### src/rtl/adder_arbiter.sv
// adder_arbiter
// Round-robin arbiter/sequencer that time-shares one external combinational
// adder between N requesters. One operation takes IDLE -> EXECUTE -> RESULT:
// the winner's operands are registered towards the adder, the sum is
// registered one cycle later and held with the winner's tag until acked.
//
// Ports:
//   i_CLOCK_POS      rising-edge clock
//   i_RESET_POS      synchronous active-high reset
//   i_REQUEST        per-requester request level (bit k = requester k)
//   i_OPERAND_ONE    requester k operand one at [k*SIZE +: SIZE]
//   i_OPERAND_TWO    requester k operand two, same packing
//   o_GRANT          one-hot grant, high during the EXECUTE cycle
//   o_VECTOR_ONE     registered operand one to the shared adder
//   o_VECTOR_TWO     registered operand two to the shared adder
//   i_VECTOR_SUM     SIZE+1 bit sum returned by the shared adder
//   o_RESULT         registered sum (carry in the MSB)
//   o_RESULT_TAG     index of the requester owning o_RESULT
//   o_RESULT_VALID   result available, held until acknowledged
//   i_RESULT_ACK     consumer accepts the result
//   o_BUSY           high whenever the sequencer is not idle
module adder_arbiter #(
    parameter int SIZE = 6,
    parameter int N    = 4,
    parameter int TAG  = 2
) (
    input  logic                i_CLOCK_POS,
    input  logic                i_RESET_POS,
    input  logic [N-1:0]        i_REQUEST,
    input  logic [N*SIZE-1:0]   i_OPERAND_ONE,
    input  logic [N*SIZE-1:0]   i_OPERAND_TWO,
    output logic [N-1:0]        o_GRANT,
    output logic [SIZE-1:0]     o_VECTOR_ONE,
    output logic [SIZE-1:0]     o_VECTOR_TWO,
    input  logic [SIZE:0]       i_VECTOR_SUM,
    output logic [SIZE:0]       o_RESULT,
    output logic [TAG-1:0]      o_RESULT_TAG,
    output logic                o_RESULT_VALID,
    input  logic                i_RESULT_ACK,
    output logic                o_BUSY
);

    typedef enum logic [1:0] {
        ST_IDLE    = 2'd0,
        ST_EXECUTE = 2'd1,
        ST_RESULT  = 2'd2
    } state_t;

    state_t          state_r, state_next_s;
    logic [TAG-1:0]  ptr_r, ptr_next_s;
    logic [TAG-1:0]  winner_r, winner_next_s;
    logic [N-1:0]    grant_r, grant_next_s;
    logic [SIZE-1:0] vec_one_r, vec_one_next_s;
    logic [SIZE-1:0] vec_two_r, vec_two_next_s;
    logic [SIZE:0]   result_r, result_next_s;
    logic [TAG-1:0]  result_tag_r, result_tag_next_s;
    logic            valid_r, valid_next_s;
    logic            busy_r, busy_next_s;

    logic            found_s;
    logic            hit_s;
    logic [TAG-1:0]  search_idx_s;
    logic [TAG:0]    cand_s;
    logic [TAG:0]    wrapped_s;

    function automatic logic [N-1:0] to_one_hot(input logic [TAG-1:0] idx);
        logic [N-1:0] vec;
        vec      = '0;
        vec[idx] = 1'b1;
        return vec;
    endfunction

    // Round-robin search: first requester at or after the pointer, wrapping mod N.
    // ptr < N and i < N, so a single conditional subtract performs the wrap.
    always_comb begin
        found_s      = 1'b0;
        hit_s        = 1'b0;
        search_idx_s = '0;
        cand_s       = '0;
        wrapped_s    = '0;
        for (int i = 0; i < N; i++) begin
            cand_s       = {1'b0, ptr_r} + (TAG+1)'(i);
            wrapped_s    = (cand_s >= (TAG+1)'(N)) ? (cand_s - (TAG+1)'(N)) : cand_s;
            hit_s        = i_REQUEST[wrapped_s[TAG-1:0]] & ~found_s;
            search_idx_s = hit_s ? wrapped_s[TAG-1:0] : search_idx_s;
            found_s      = found_s | hit_s;
        end
    end

    // Next-state and next-output logic of the IDLE/EXECUTE/RESULT sequencer.
    always_comb begin
        state_next_s      = state_r;
        ptr_next_s        = ptr_r;
        winner_next_s     = winner_r;
        grant_next_s      = grant_r;
        vec_one_next_s    = vec_one_r;
        vec_two_next_s    = vec_two_r;
        result_next_s     = result_r;
        result_tag_next_s = result_tag_r;
        valid_next_s      = valid_r;
        case (state_r)
            ST_IDLE: begin
                if (found_s) begin
                    state_next_s   = ST_EXECUTE;
                    grant_next_s   = to_one_hot(search_idx_s);
                    winner_next_s  = search_idx_s;
                    vec_one_next_s = i_OPERAND_ONE[search_idx_s*SIZE +: SIZE];
                    vec_two_next_s = i_OPERAND_TWO[search_idx_s*SIZE +: SIZE];
                end else begin
                    grant_next_s   = '0;
                end
            end
            ST_EXECUTE: begin
                // Adder inputs have been stable for a full cycle; capture its sum.
                result_next_s     = i_VECTOR_SUM;
                result_tag_next_s = winner_r;
                valid_next_s      = 1'b1;
                grant_next_s      = '0;
                state_next_s      = ST_RESULT;
            end
            ST_RESULT: begin
                if (i_RESULT_ACK) begin
                    valid_next_s = 1'b0;
                    ptr_next_s   = (winner_r == TAG'(N-1)) ? '0 : (winner_r + 1'b1);
                    state_next_s = ST_IDLE;
                end else begin
                    valid_next_s = 1'b1;
                end
            end
            default: begin
                state_next_s = ST_IDLE;
                grant_next_s = '0;
                valid_next_s = 1'b0;
            end
        endcase
        busy_next_s = (state_next_s != ST_IDLE);
    end

    // State and output registers; synchronous reset overrides everything.
    always_ff @(posedge i_CLOCK_POS) begin
        if (i_RESET_POS) begin
            state_r      <= ST_IDLE;
            ptr_r        <= '0;
            winner_r     <= '0;
            grant_r      <= '0;
            vec_one_r    <= '0;
            vec_two_r    <= '0;
            result_r     <= '0;
            result_tag_r <= '0;
            valid_r      <= 1'b0;
            busy_r       <= 1'b0;
        end else begin
            state_r      <= state_next_s;
            ptr_r        <= ptr_next_s;
            winner_r     <= winner_next_s;
            grant_r      <= grant_next_s;
            vec_one_r    <= vec_one_next_s;
            vec_two_r    <= vec_two_next_s;
            result_r     <= result_next_s;
            result_tag_r <= result_tag_next_s;
            valid_r      <= valid_next_s;
            busy_r       <= busy_next_s;
        end
    end

    assign o_GRANT        = grant_r;
    assign o_VECTOR_ONE   = vec_one_r;
    assign o_VECTOR_TWO   = vec_two_r;
    assign o_RESULT       = result_r;
    assign o_RESULT_TAG   = result_tag_r;
    assign o_RESULT_VALID = valid_r;
    assign o_BUSY         = busy_r;

endmodule

### config.mk
export PLATFORM = sky130hd
export DESIGN_NAME = adder_arbiter
export DESIGN_NICKNAME = d
export VERILOG_FILES = /design/src/rtl/adder_arbiter.sv
export SDC_FILE = /design/constraint.sdc
export NUM_CORES = 1
export LEC_CHECK = 0
export ABC_AREA = 1
export CORE_MARGIN = 1.5
export CORE_UTILIZATION = 28
export CTS_BUF_LIST = sky130_fd_sc_hd__clkbuf_8
export CTS_CLUSTER_SIZE = 14
export DETAILED_ROUTE_END_ITERATION = 12
export PLACE_DENSITY = 0.58
export SLEW_MARGIN = 40
export SYNTH_ARGS = -nofsm -noshare
export SYNTH_HDL_FRONTEND = slang
export SYNTH_SLANG_ARGS = --single-unit
### constraint.sdc
create_clock -name i_CLOCK_POS -period 2.9 [get_ports i_CLOCK_POS]
set_input_delay 0.58 -clock i_CLOCK_POS [delete_from_list [all_inputs] [get_ports i_CLOCK_POS]]
set_output_delay 0.58 -clock i_CLOCK_POS [all_outputs]
set_load 0.005 [all_outputs]
# Word-level counts from Yosys, hierarchy flattened
# Cells that the tools add are included.
dict set report op_classes {
  n_reduce_logical 5
  order_cmp 10
  n_bitwise 9
  add_sub_neg 8
  mul 1
  shifts 2
  div 0
  muxes 26
  eq_ne 3
}
# cell n
set ops {}
lappend ops {{$shiftx A24 B6 Y6} 2}
lappend ops {{$mux W2} 11}
lappend ops {{$lt A2 B3 Y1 const B} 5}
lappend ops {{$ge A3 B3 Y1 const B} 3}
lappend ops {{$bmux W1 S2} 4}
lappend ops {{$pmux W4 S2} 1}
lappend ops {{$sub A2 B1 Y2 const B} 4}
lappend ops {{$add A2 B2 Y3 const B} 2}
lappend ops {{$mux W1} 6}
lappend ops {{$pmux W2 S3} 1}
lappend ops {{$eq A2 B2 Y1 const B} 2}
lappend ops {{$mul A2 B2 Y4 const B} 1}
lappend ops {{$mux W4} 1}
lappend ops {{$reduce_and A2 Y1} 2}
lappend ops {{$add A2 B1 Y3 const B} 1}
lappend ops {{$and A1 B1 Y1} 3}
lappend ops {{$ge A2 B3 Y1 const B} 1}
lappend ops {{$not A1 Y1} 3}
lappend ops {{$or A1 B1 Y1} 3}
lappend ops {{$pmux W1 S3} 1}
lappend ops {{$add A2 B1 Y2 const B} 1}
lappend ops {{$demux W1 S2} 1}
lappend ops {{$eq A2 B1 Y1 const B} 1}
lappend ops {{$ge A2 B1 Y1 const B} 1}
lappend ops {{3 further kinds} 3}
dict set report totals {
  wordCells 74
  ram_bits 0
  input_bits 62
  n_memories 0
  register_bits 33
  output_inout_bits 27
  latchBits 0
  rom_bits 0
}

# Longest topological paths before layout
# Gate-level depths: netlist (run 1).
dict set report depth {
  word_depth 19
  mapped_depth 17
}

# Worst setup path after synthesis (run 1)
# OpenSTA, ideal clock, no wires.
dict set report synth_path {
  path_type {input-to-reg}
  from {input i_REQUEST[3]}
  to {register vec_one_r[2], in the netlist o_VECTOR_ONE[2]}
  setup_time_ps 113
  setup_slack_ps 1064
  path_stages 13
  t_arrival_ps 1724
  path_buffers 1
  cell_sequence {inv_1 > nand2_1 > nand3_1 > nand2_2 > nor2_8 > nand4_4 > nand2_8 > inv_4 > buf_6 > nand2_1 > nand3_1 > nand2_1 > nor2_1}
}
dict set report synth_between {
  elab_chain_len 13
}
# item line
set synth_lines {}
lappend synth_lines {{start, declared} 29} ;# input logic [N-1:0] i_REQUEST,
lappend synth_lines {{$bmux W1 S2} 84} ;# hit_s = i_REQUEST[wrapped_s[TAG-1:0]] & ~found_s;
lappend synth_lines {{$mux W1 (not written as such)} 84}
lappend synth_lines {{$not A1 Y1} 84}
lappend synth_lines {{$and A1 B1 Y1} 84}
lappend synth_lines {{$or A1 B1 Y1} 86} ;# found_s = found_s | hit_s;
lappend synth_lines {{$not A1 Y1} 84}
lappend synth_lines {{$and A1 B1 Y1} 84}
lappend synth_lines {{$or A1 B1 Y1} 86}
lappend synth_lines {{$not A1 Y1} 84}
lappend synth_lines {{$and A1 B1 Y1} 84}
lappend synth_lines {{$mux W2} 85} ;# search_idx_s = hit_s ? wrapped_s[TAG-1:0] : search_idx_s;
lappend synth_lines {{$mul A2 B2 Y4} 107} ;# vec_one_next_s = i_OPERAND_ONE[search_idx_s*SIZE +: SIZE];
lappend synth_lines {{$shiftx A24 B6 Y6} 107}
lappend synth_lines {{end signal, assigned} 157} ;# vec_one_r <= vec_one_next_s;
lappend synth_lines {{end, declared} 53} ;# logic [SIZE-1:0] vec_one_r, vec_one_next_s;
# Several ways; a longest one is shown, not always the timed one. The select of a mux whose other input is x is not followed.
# A chain may end at the register's enable or synchronous reset.

# Worst setup path after layout (run 1)
dict set report layout_path {
  from {input i_REQUEST[3]}
  to {register vec_two_r[2], in the netlist o_VECTOR_TWO[2]}
}
dict set report layout_between {
  elab_chain_len 13
}
# item line
set layout_lines {}
lappend layout_lines {{$bmux W1 S2} 84}
lappend layout_lines {{$mux W1 (not written as such)} 84}
lappend layout_lines {{$not A1 Y1} 84}
lappend layout_lines {{$and A1 B1 Y1} 84}
lappend layout_lines {{$or A1 B1 Y1} 86}
lappend layout_lines {{$not A1 Y1} 84}
lappend layout_lines {{$and A1 B1 Y1} 84}
lappend layout_lines {{$or A1 B1 Y1} 86}
lappend layout_lines {{$not A1 Y1} 84}
lappend layout_lines {{$and A1 B1 Y1} 84}
lappend layout_lines {{$mux W2} 85}
lappend layout_lines {{$mul A2 B2 Y4} 108} ;# vec_two_next_s = i_OPERAND_TWO[search_idx_s*SIZE +: SIZE];
lappend layout_lines {{$shiftx A24 B6 Y6} 108}
lappend layout_lines {{end signal, assigned} 158} ;# vec_two_r <= vec_two_next_s;
lappend layout_lines {{end, declared} 54} ;# logic [SIZE-1:0] vec_two_r, vec_two_next_s;
# Several ways; a longest one is shown, not always the timed one. The select of a mux whose other input is x is not followed.

==> results of run 1 <==
layer usage:
metal	up-vias	routed length, µm
met1	1008	2630
li1	1210	-
met3	4	328
met5	-	0
met4	0	49
met2	54	2600
cell usage in the layout (no fill, tap or decap):
cell and n:
clkdlybuf4s50_1 88, nand2_1 78, nor2_1 59, inv_1 46
nand3_1 44, dfxtp_1 33, o21ai_0 16, a21oi_1 8
nand2_2 7, clkbuf_8 6, nand4_1 5, ha_1 5
inv_2 4, buf_4 4, nand2_4 2, nand2_8 2
or2_2 2, inv_6 1, o21ai_2 1, nor2_8 1
o21a_2 1, nand4_4 1, inv_4 1, nor2_4 1
nand3b_1 1, a31oi_1 1, nand3_2 1, nor2_2 1
clkinv_1 1, nor3_1 1, bufinv_16 1
final timing paths:
path | from | slack, ns | end | cells after the start
max | i_REQUEST[3] | 0.58 | o_VECTOR_TWO[2] | 12
min | o_GRANT[2] | 0.47 | o_GRANT[2] | 2
max reg2reg | ptr_r[0] | 0.74 | o_VECTOR_TWO[2] | 13
min reg2reg | o_GRANT[2] | 0.47 | o_GRANT[2] | 2
stage by stage:
step / setup WS, ns / power (mW) / utilization [%] / hold slack [ns]
global placement: 0.312 / 2.21 / 42.1 / 0.456
detailed placement: 0.287 / 2.22 / 42.1 / 0.465
CTS: 0.581 / 2.68 / 43.7 / 0.476
finish: 0.581 / 2.64 / 43.7 / 0.471
global route: 0.363 / 2.90 / 43.7 / 0.506
floorplan: 1.06 / 1.67 / - / 0.453
where the power goes:
part           internal, mW  switching (mW)
Clock                 0.277           0.167
Combinational         0.671           0.782
Sequential            0.635           0.107
Total                  1.58            1.06
logic make-up after synthesis:
logic type / after synthesis
simple gates: 206
flops: 33
buf+inv: 65
fa+ha+maj: 5
compound gates: 27
flip-flops by register name, summed over array words and instances, names as in the netlist:
signal / count
o_BUSY: 1
o_RESULT_TAG: 2
ptr_r: 2
o_GRANT: 4
o_VECTOR_ONE: 6
state_r: 2
o_RESULT: 7
o_RESULT_VALID: 1
o_VECTOR_TWO: 6
winner_r: 2
layout make-up:
type	instances	share of cell area (%)
timing repair buffer	92	28.6
tap	99	3.89
clock buffer	6	2.59
multi-input combinational	238	36.8
clock inverter	2	1.06
inverter	52	6.36
sequential	33	20.7
worst min-delay path, stage by stage (launching register included):
cell and delay, ns:
dfxtp_1 0.31, nand2_1 0.06, a21oi_1 0.06
==> impl_metrics.env, run 1 <==
export IMPL_status="complete, no violations"
export IMPL_worstPathRequired_ns=3.08
export IMPL_seqCellArea_um2=661
export IMPL_slowest_stage="clkdlybuf4s50_1"
export IMPL_dieArea_um2=8140
export IMPL_crit_path_max_incr_delay_ns=0.45
export IMPL_startpoint_type="input pin"
export IMPL_post_cts_setup_buffer_count=0
export IMPL_ys_ff_latch=33
export IMPL_synth_edf_count=0
export IMPL_cp_common_cell="nand2_1"
export IMPL_final_hold_violation_count=0
export IMPL_ios=89
export IMPL_critical_path_arrival_ns=2.50
export IMPL_syn2layout_area_growth_pct=49.6
export IMPL_synth_mux_area_share_pct=0
export IMPL_synth_fa_ha_area_share_pct=2.94
export IMPL_insertedDiodeCount=0
export IMPL_antenna_found_initial=0
export IMPL_cts_htree_levels=2
export IMPL_crit_type="input pin to register"
export IMPL_netlist_top_cell_by_area="dfxtp_1"
export IMPL_cts_made_buffers=5
export IMPL_grtUsageMet2_pct=24.4
export IMPL_grtUsageMet3_pct=3.89
export IMPL_worst_pin_slew_ns=0.423
export IMPL_clock_latency_ns=0.28
export IMPL_cts_tree="yes"
export IMPL_synth_top_family_by_area="simple AND/OR/NAND/NOR gates"
export IMPL_finClkSkew_ns=0.00784
export IMPL_ir_worst_vdd_mv=0.294
export IMPL_crit_fanout=27
export IMPL_nets=489
export IMPL_finalCritPeriodShare_pct=80.0
export IMPL_synth_common_cells="nand2_1 (78), nor2_1 (59), inv_1 (45), nand3_1 (44), dfxtp_1 (33)"
export IMPL_initial_core_util_pct=29.2
export IMPL_synth_top_area_share_pct=31.0
export IMPL_period_minus_slack_ns=2.32
export IMPL_drt_iter0_markers=79
export IMPL_yosysMostFrequentCell="nand2_1"
export IMPL_drive_gt1_share_pct=8.75
export IMPL_final_cells=522
export IMPL_worstPathCellList="clkdlybuf4s50_1 > inv_1 > o21ai_2 > nand2_1 > nand2_1 > nand4_4 > nand2_8 > inv_4 > nand2_1 > nand3_1 > nand2_1 > nor2_1"
export IMPL_clock_sinks=33
export IMPL_synth_simple_area_share_pct=45.4
export IMPL_ys_seq_area_share_pct=31.0
export IMPL_final_area_um2=3190
export IMPL_dpl_cell_area_um2=3070
export IMPL_drv_slew=0
export IMPL_globalplace_congestion=0.829
export IMPL_max_slew_margin_pct=71.8
export IMPL_cts_root_buf="clkbuf_8"
export IMPL_ys_types=31
export IMPL_synth_cells=336
export IMPL_syn_nets=403
export IMPL_endpoint_kind="register"
export IMPL_cap_violations=0
export IMPL_finalSetupTns_ns=0
export IMPL_grt_pass1_vias=2153
export IMPL_power_density_nw_per_um2=828
export IMPL_busiest_layer="met2"
export IMPL_grt_max_degree=28
export IMPL_clk_pin_slew_ns=0.07
export IMPL_synth_area_per_cell_um2=6.34
export IMPL_fmax_ghz=0.431
export IMPL_grt_overflow_total=0
export IMPL_fillers=832
export IMPL_ys_flop_type="dfxtp_1"
export IMPL_hp_class="register to register"
export IMPL_ctsLongestPathBuffers=2
export IMPL_ctsHoldBuffers=0
export IMPL_synth_compound_area_share_pct=6.76
export IMPL_placementRows=31
export IMPL_grt_pass1_wl_um=9810
export IMPL_synth_cell_area_um2=2130
export IMPL_use_met1_pct=18.1
export IMPL_place_hpwl_um=4410
export IMPL_synth_area_leaders="dfxtp_1 (31%), nand2_1 (14%), nor2_1 (10%), nand3_1 (10%), inv_1 (7.9%)"
export IMPL_drt_pass1_iter_count=4
export IMPL_multi_input_comb_area_um2=1170
export IMPL_setup_viol=0
export IMPL_place_inst=514
export IMPL_synthXorXnorAreaFrac_pct=0
export IMPL_path_delay_family="simple AND/OR/NAND/NOR gates"
export IMPL_die_y_um=90.2
export IMPL_core_um2=7290
export IMPL_wl_um=5610
export IMPL_synthArstFlopShare_pct=0
export IMPL_numPortBuffers=88
export IMPL_path_buf_inv=3
export IMPL_wl_per_cell_um=10.7
export IMPL_cts_resized=0
export IMPL_die_x_um=90.2
export IMPL_drc=0
export IMPL_vias=2276
export IMPL_post_drt_via_cell_ratio=4.36
export IMPL_power_leakage_nw=1.53
export IMPL_antenna_left=0
export IMPL_ys_warn_count=0
export IMPL_rsz0062_at_grt="no"
export IMPL_grt_use_total_pct=14.4
No activity file was read; power rests on OpenSTA's default activity.
==> run 2, diff against run 1 <==
- clock period: 2.9 -> 2.2 ns (I/O delays scaled with it)
==> run 2 against run 1 <==
  * Cell count is 1.7% higher
  * Die area did not move
  * Sequential power grew 31%
  * Clock power shrank 4.7%
  * Non-clock buffer count rose by 9
  * First-iteration DRC count up 15%
  * Critical endpoint is now o_VECTOR_TWO[0]
  * Largest cell class unchanged
==> impl_metrics.env, run 2 (same netlist as run 1, synthesis figures left out) <==
export IMPL_pre_cts_ws_ns=-0.0530
export IMPL_vias=2289
export IMPL_finalCritPeriodShare_pct=88.2
export IMPL_crit_fanout=16
export IMPL_antenna_left=0
export IMPL_antenna_found_initial=0
export IMPL_critical_path_arrival_ns=2.11
export IMPL_final_hold_violation_count=0
export IMPL_clock_latency_ns=0.28
export IMPL_core_um2=7290
export IMPL_drv_slew=0
export IMPL_comb_power_share_pct=60.2
export IMPL_largest_reg_flops=7
export IMPL_grt_pass1_wl_um=9160
export IMPL_clock_sinks=33
export IMPL_crit_type="input pin to register"
export IMPL_hold_depth=2
export IMPL_worst_slack_ns=0.259
export IMPL_placementRows=31
export IMPL_cts_made_buffers=5
export IMPL_netSwitchingPower_mw=1.41
export IMPL_pwr_share_clk_pct=12.1
export IMPL_status="complete, no violations"
export IMPL_die_x_um=90.2
export IMPL_regToRegSetupSlack_ns=0.39
export IMPL_fmax_ghz=0.515
export IMPL_grt_use_total_pct=13.7
export IMPL_p_int_mw=2.09
export IMPL_slowest_stage="clkdlybuf4s50_1"
export IMPL_cts_root_buf="clkbuf_8"
export IMPL_ctsLongestPathBuffers=2
export IMPL_worstPathCellList="clkdlybuf4s50_1 > inv_1 > nand2_1 > nand3_1 > nand2_2 > inv_2 > nand3_1 > nand2_2 > nand2_8 > nand2_8 > buf_12 > nand2_1 > nand2_1 > nor2_1 > nor2_1"
export IMPL_insertedDiodeCount=0
export IMPL_period_minus_slack_ns=1.94
export IMPL_drive_gt1_share_pct=10.9
export IMPL_final_cell_mix="clkdlybuf4s50_1 (88), nand2_1 (78), nor2_1 (59)"
export IMPL_rsz0062_at_grt="no"
export IMPL_seq_power_share_pct=27.7
export IMPL_numPortBuffers=88
export IMPL_cp_common_cell="nand2_1"
export IMPL_grt_pass1_vias=2090
export IMPL_fin_util_pct=44.9
export IMPL_dieArea_um2=8140
export IMPL_power_leakage_nw=1.58
export IMPL_ir_worst_vdd_mv=0.416
export IMPL_max_slew_margin_pct=76.8
export IMPL_path_buf_inv=4
export IMPL_power_density_nw_per_um2=1070
export IMPL_drt_pass1_iter_count=5
export IMPL_grt_max_degree=19
export IMPL_path_delay_family="simple AND/OR/NAND/NOR gates"
export IMPL_initial_core_util_pct=29.2
export IMPL_place_hpwl_um=4490
export IMPL_post_drt_via_cell_ratio=4.31
export IMPL_worstHoldStart="o_GRANT[1]"
export IMPL_r2r_cells=14
export IMPL_p_sw_share_pct=40.3
export IMPL_syn2layout_area_growth_pct=53.6
export IMPL_drc=0
export IMPL_cts_htree_levels=2
export IMPL_worst_pin_slew_ns=0.348
export IMPL_startpoint_type="input pin"
export IMPL_finClkSkew_ns=0.00513
export IMPL_hp_class="register to register"
export IMPL_drt_iter0_markers=91
export IMPL_wl_um=5490
export IMPL_reg2reg_from="ptr_r[0]"
export IMPL_clk_pin_slew_ns=0.06
export IMPL_power_mw=3.50
export IMPL_ios=89
export IMPL_endpoint_kind="register"
export IMPL_grt_overflow_total=0
export IMPL_worstPathRequired_ns=2.37
export IMPL_globalplace_congestion=0.771
export IMPL_whs_ns=0.465
export IMPL_r2r_end="o_VECTOR_TWO[2]"
export IMPL_crit_path_max_incr_delay_ns=0.48
export IMPL_cap_violations=0
export IMPL_die_y_um=90.2
export IMPL_hold_path_end="o_GRANT[1]"
export IMPL_final_common_cell="clkdlybuf4s50_1"
export IMPL_nets=498
export IMPL_setup_viol=0
export IMPL_cts_tree="yes"
export IMPL_wl_per_cell_um=10.3
## run 2: cell count changes in the layout (fill, tap and decap cells not counted), sizes merged
cell / previous run / this run
buf: 4 / 13
clkinv: 1 / 3
bufinv: 1 / 0
clkbuf: 6 / 5
## run 2: how the worst max path moves through the flow
stage                 start               to  slack [ns]  depth (start not counted)
2_1_floorplan  i_REQUEST[3]  o_VECTOR_ONE[2]        0.50                         13
3_3_place_gp   i_REQUEST[3]  o_VECTOR_TWO[3]       -0.03                         15
3_5_place_dp   i_REQUEST[1]  o_VECTOR_TWO[2]       -0.05                         14
4_1_cts            ptr_r[0]  o_VECTOR_TWO[2]        0.22                         12
5_1_grt        i_REQUEST[2]  o_VECTOR_TWO[0]        0.04                         16
6_report       i_REQUEST[1]  o_VECTOR_TWO[0]        0.26                         15
## run 2: what timing repair did
action | in CTS | in global routing
gates resized for setup | 0 | 1
endpoints found under the setup margin | 0 | 2
hold buffers | 0 | 0
buffers inserted | 0 | 0
## run 2: cell type report
cell class / instances / area, µm²
clock buffers: 5 / 68.8
clock inverters: 3 / 13.8
fillers: 790 / 4020
inverters: 52 / 203
multi-input cells: 238 / 1170
flip-flops and latches: 33 / 662
well taps: 99 / 124
repair buffers: 101 / 1030
## run 2: worst min-delay path, delay by kind of cell, from the launching register on
family,cells,cell delay [ns]
compound gates,1,0.05
simple gates,1,0.06
flops,1,0.31
## run 2: power by group through the flow
stage | combinational [mW] | sequential [mW] | clock [mW]
floorplan | 1.22 | 0.981 | 0
global placement | 2.11 | 0.982 | 0
detailed placement | 2.13 | 0.988 | 0
CTS | 2.14 | 0.976 | 0.447
global route | 2.37 | 1.01 | 0.469
finish | 2.11 | 0.970 | 0.423
## run 2: routing by layer
layer	global-route usage (%)	share of wire [%]	vias to the layer above
met5	0	0	-
met4	4.37	0.87	0
met3	4.40	6.6	4
met2	24.1	49	52
met1	15.6	44	1005
li1	-	-	1228
## run 2: per-stage QoR
step / std cells / TNS (ns) / cell area, µm²
after detailed placement: 523 / -0.478 / 3190
after floorplan: 336 / 0 / 2130
final: 531 / 0 / 3270
after CTS: 531 / 0 / 3270
after global routing: 531 / 0 / 3270
after global placement: 523 / -0.158 / 3190
==> run 3, diff against run 2 <==
--- a/config.mk
+++ b/config.mk
@@ -7,4 +7,5 @@
 export LEC_CHECK = 0
 export ABC_AREA = 1
+export ABC_CLOCK_PERIOD_IN_PS = 2200
 export CORE_MARGIN = 1.5
 export CORE_UTILIZATION = 28
==> constraint.sdc (replaced) <==
create_clock -name i_CLOCK_POS -period 2.2 [get_ports i_CLOCK_POS]
set_input_delay 0.44 -clock i_CLOCK_POS [delete_from_list [all_inputs] [get_ports i_CLOCK_POS]]
set_output_delay 0.44 -clock i_CLOCK_POS [all_outputs]
set_load 0.02 [all_outputs]
==> results of run 3 <==
The final DEF is identical to that of run 2. Status: complete, no violations.
Among the figures that moved: total power 3.50 mW -> 3.72 mW; worst IR drop on VDD 0.416 mV -> 0.436 mV
